## src/rtl/nibble_byte_assembler.sv

```systemverilog
// Receive side of the nibble-swapped byte link: pairs incoming nibbles back into
// bytes, buffers them in a show-ahead FIFO and drains them over valid/ready.
module nibble_byte_assembler #(
  parameter int FIFO_DEPTH = 4,
  parameter bit LO_FIRST   = 1'b1
) (
  input  logic                          clk,
  input  logic                          rst_n,
  input  logic                          ena,
  input  logic                          nib_valid,
  input  logic                          nib_first,
  input  logic [3:0]                    nib_data,
  output logic                          byte_valid,
  output logic [7:0]                    byte_data,
  input  logic                          byte_ready,
  output logic [$clog2(FIFO_DEPTH):0]   level,
  output logic                          overflow,
  output logic                          sync_err,
  input  logic                          clr_err
);

  localparam int AW = $clog2(FIFO_DEPTH);
  localparam int LW = AW + 1;

  typedef enum logic {
    WAIT_FIRST  = 1'b0,
    WAIT_SECOND = 1'b1
  } state_e;

  state_e          state_q, state_d;
  logic [3:0]      held_q, held_d;
  logic [AW-1:0]   wr_ptr_q, wr_ptr_d;
  logic [AW-1:0]   rd_ptr_q, rd_ptr_d;
  logic [LW-1:0]   level_q, level_d;
  logic            overflow_q, overflow_d;
  logic            sync_err_q, sync_err_d;
  logic [7:0]      mem_q [FIFO_DEPTH];

  logic            accept;
  logic            push;
  logic            pop;
  logic            full;
  logic            push_ok;
  logic            ovf_evt;
  logic            sync_evt;
  logic [7:0]      assembled;

  assign accept    = ena & nib_valid;
  assign full      = (level_q == LW'(FIFO_DEPTH));
  assign pop       = byte_valid & byte_ready;
  assign assembled = LO_FIRST ? {nib_data, held_q} : {held_q, nib_data};

  always_comb begin
    state_d  = state_q;
    held_d   = held_q;
    push     = 1'b0;
    sync_evt = 1'b0;
    if (accept) begin
      unique case (state_q)
        WAIT_FIRST: begin
          if (nib_first) begin
            held_d  = nib_data;
            state_d = WAIT_SECOND;
          end else begin
            sync_evt = 1'b1;
          end
        end
        WAIT_SECOND: begin
          if (nib_first) begin
            // Resync: the new first nibble replaces the orphaned one.
            held_d   = nib_data;
            sync_evt = 1'b1;
          end else begin
            push    = 1'b1;
            state_d = WAIT_FIRST;
          end
        end
        default: state_d = WAIT_FIRST;
      endcase
    end
  end

  // A full FIFO still takes the byte when the head leaves in the same cycle.
  assign push_ok = push & (~full | pop);
  assign ovf_evt = push & full & ~pop;

  always_comb begin
    wr_ptr_d   = wr_ptr_q + AW'(push_ok);
    rd_ptr_d   = rd_ptr_q + AW'(pop);
    level_d    = level_q + LW'(push_ok) - LW'(pop);
    overflow_d = (overflow_q & ~clr_err) | ovf_evt;
    sync_err_d = (sync_err_q & ~clr_err) | sync_evt;
  end

  // NOTE: non-blocking assignments only in clocked blocks, so every flop samples pre-edge values.
  always_ff @(posedge clk) begin
    if (!rst_n) begin
      state_q    <= WAIT_FIRST;
      held_q     <= 4'h0;
      wr_ptr_q   <= '0;
      rd_ptr_q   <= '0;
      level_q    <= '0;
      overflow_q <= 1'b0;
      sync_err_q <= 1'b0;
    end else begin
      state_q    <= state_d;
      held_q     <= held_d;
      wr_ptr_q   <= wr_ptr_d;
      rd_ptr_q   <= rd_ptr_d;
      level_q    <= level_d;
      overflow_q <= overflow_d;
      sync_err_q <= sync_err_d;
    end
  end

  // NOTE: storage has no reset; empty pointers plus the output gate hide stale entries.
  always_ff @(posedge clk) begin
    if (push_ok) mem_q[wr_ptr_q] <= assembled;
  end

  assign byte_valid = (level_q != '0);
  assign byte_data  = byte_valid ? mem_q[rd_ptr_q] : 8'h00;
  assign level      = level_q;
  assign overflow   = overflow_q;
  assign sync_err   = sync_err_q;

endmodule

```

## config.mk

```make
export PLATFORM = sky130hd
export DESIGN_NAME = nibble_byte_assembler
export DESIGN_NICKNAME = d
export VERILOG_FILES = /design/src/rtl/nibble_byte_assembler.sv
export SDC_FILE = /design/constraint.sdc
export NUM_CORES = 1
export LEC_CHECK = 0
export BUFFER_PORTS_ARGS = -buffer_cell sky130_fd_sc_hd__buf_2
export CELL_PAD_IN_SITES_DETAIL_PLACEMENT = 0
export CELL_PAD_IN_SITES_GLOBAL_PLACEMENT = 2
export CORE_MARGIN = 4
export CORE_UTILIZATION = 43
export DETAILED_ROUTE_END_ITERATION = 7
export PLACE_DENSITY = 0.92
export SLEW_MARGIN = 20
export SYNTH_ARGS = -nofsm -noshare
export SYNTH_HDL_FRONTEND = slang
export SYNTH_SLANG_ARGS = --single-unit
export TNS_END_PERCENT = 50
```

## constraint.sdc

```tcl
create_clock -name clk -period 6.8 [get_ports clk]
set_input_delay 1.02 -clock clk [delete_from_list [all_inputs] [get_ports clk]]
set_output_delay 1.02 -clock clk [all_outputs]
set_load 0.02 [all_outputs]
```

==> results.cfg <==
[status]
status = complete, no violations

[clock_network]
cts_setup_buffers = 0
clk_path_buf_depth = 2
postCtsResizedCells = 0
cts_hold_buf = 0
cts_root_buf = clkbuf_8
clk_pin_slew_ns = 0.08
htree_levels = 2
insertion_delay_ns = 0.29
cts_tree = built
cts.sinks = 46
numCtsBuffers = 5

[layout]
fin_area_um2 = 2168
layout_common_cells = edfxtp_1 (32), buf_2 (24), dfxtp_1 (14), nor2b_1 (10)
area_growth_syn_to_layout_pct = 16.39
drive_gt1_share_pct = 30.41
layout_commonest_cell = edfxtp_1
n_antenna_cell = 0
nets = 164

[global_routing]
grt_max_degree = 15
grt_usage_pct = 13.17
overflow = 0
antenna_found_initial = 0
grt_pass1_vias = 998
grt_pass1_wl_um = 5085

[worst_setup_path]
criticalPathCategory = reg -> out
crit_fanout = 9
ff2ff_setup_slack_ns = 4.51
max_stage_delay_ns = 0.70
cp-end-kind = output pin
critPathRequiredTime_ns = 5.78
path_cells = mux4_2, and2b_1, buf_2
critPathArrivalTime_ns = 1.89
cp_slowest_cell = dfxtp_1
cp-start-kind = register

[power_and_ir_drop]
seq_power_share_pct = 46.2
fin_total_pwr_mw = 0.7308
p_leak_nw = 0.8826
internal_power_mw = 0.5189
netSwitchingFraction_pct = 28.99
p_per_area_nw_per_um2 = 337.0
switchingPower_mw = 0.2118
clkPwrFrac_pct = 26.2
combPwrFrac_pct = 27.6
peakVddDrop_uv = 189.2

[die]
num_io_pins = 25
fp-row-count = 23
dieHeight_um = 73.82
die_width_um = 73.82
die_area_um2 = 5449
start_util_pct = 45.59
coreArea_um2 = 4086

[logic_synthesis]
yosysUniqueCellTypes = 25
ys_seq_area_share_pct = 66.62
syn_nets = 132
yosys_warnings = 0
synthCells = 115
synthesis.area_um2 = 1863
synth_area_per_cell_um2 = 16.20
yosysTopAreaCellShare_pct = 51.58
synth_seq_cells = 46
synth-edff-count = 32
synth.area.top_cells = edfxtp_1 (52%), dfxtp_1 (15%), mux4_2 (9.7%)
yosysTopAreaCell = edfxtp_1
synth_flop_cell = edfxtp_1
async_reset_ff_share_pct = 0

[worst_hold_path]
hold_class = reg -> reg

[sta]
finalSetupTns_ns = 0
slew_violations = 0
hold_violations = 0
worst_slew_margin_rel_pct = 60.73
rsz0062_at_grt = false
fmax_ghz = 0.3436
clock_skew_ns = 0.005069
finalCritPeriodShare_pct = 42.80
setup_viol = 0
tightestPinTransition_ns = 0.5883
final_period_minus_worst_setup_slack_ns = 2.911
holdWs_ns = 0.4919

[drt]
wl_per_cell_um = 15.21
vias_per_cell = 4.828
detail_route.first_pass.iterations = 6
ant_nets = 0
drc = 0
drt_iter0_markers = 80
vias = 956
totalWireLength_um = 3012

[place]
place_congestion = 0.7433
dpl_cell_area_um2 = 2062
dp_hpwl_um = 2119
portBuffers = 24

[job]
cap_violations = 0
==> power by group through the flow <==
| stage | clock network [mW] | registers [mW] | logic [mW] |
|---|---|---|---|
| final | 0.191 | 0.338 | 0.202 |
| after global routing | 0.209 | 0.343 | 0.227 |
| after detailed placement | 0 | 0.346 | 0.205 |
| after CTS | 0.198 | 0.339 | 0.205 |
| after global placement | 0 | 0.344 | 0.203 |
| after floorplan | 0 | 0.335 | 0.151 |
==> cell usage after synthesis, types with 3 or more instances <==
cell type and number:
and2b_1 3, xor2_1 3, nor2b_1 10, inv_1 6, ha_1 5, nand3_1 3
mux4_2 8, and2_1 8, edfxtp_1 32, mux2i_1 4, dfxtp_1 14
==> area by class of cell <==
class / count / area, um2
Tap cell: 50 / 62.56
Clock inverter: 1 / 30.03
Multi-Input combinational cell: 59 / 581.8
Fill cell: 348 / 1918
Clock buffer: 7 / 76.32
Inverter: 7 / 26.28
Sequential cell: 46 / 1241
Timing Repair Buffer: 28 / 150.1
==> path summary, 6_finish.rpt <==
check                              start              endpoint  depth (start not counted)
setup / recovery  rd_ptr_q[0]$_SDFF_PN0_          byte_data[4]                          3
hold / removal      state_q$_SDFFE_PN0P_  state_q$_SDFFE_PN0P_                          2
setup reg to reg     level[1]$_SDFF_PN0_   level[2]$_SDFF_PN0_                          9
hold reg to reg     state_q$_SDFFE_PN0P_  state_q$_SDFFE_PN0P_                          2
==> worst max-delay path: cells and delay by family, from the launching register on <==
family / cells / cell delay [ns]
buffers and inverters: 1 / 0.15
DFF: 1 / 0.70
muxes: 1 / 0.59
and+or+nand+nor: 1 / 0.16
==> per-layer routing <==
metal  up-vias  wire [um]  track usage, %
li1        481          -               -
met1       445       1347           16.70
met2        26       1441           20.96
met3         4        171           3.557
met4         0         53           6.036
met5         -          0               0
==> sequential cells by signal, summed over array words and instances, names as in the netlist <==
register / count
mem_q: 32
held_q: 4
level: 3
rd_ptr_q: 2
wr_ptr_q: 2
overflow: 1
state_q: 1
sync_err: 1
==> stage by stage <==
stage	worst slack, ns	utilization [%]	cells
final	3.889	53.06	198
after global routing	3.738	53.06	198
after CTS	3.826	53.06	198
after detailed placement	3.737	50.46	190
after global placement	3.784	50.46	190
after floorplan	3.905	-	115
==> kinds of logic (layout without fill, tap and decap cells) <==
kind of cell	count (synthesis)	after routing	share of synthesized area (%)
flops	46	46	66.62
simple gates	34	34	11.95
mux	12	12	11.82
buf+inv	10	43	2.149
fa+ha+maj	6	6	4.433
xor+xnor	4	4	1.881
compound gates	3	3	1.142
Power figures use the tool's default switching activity.
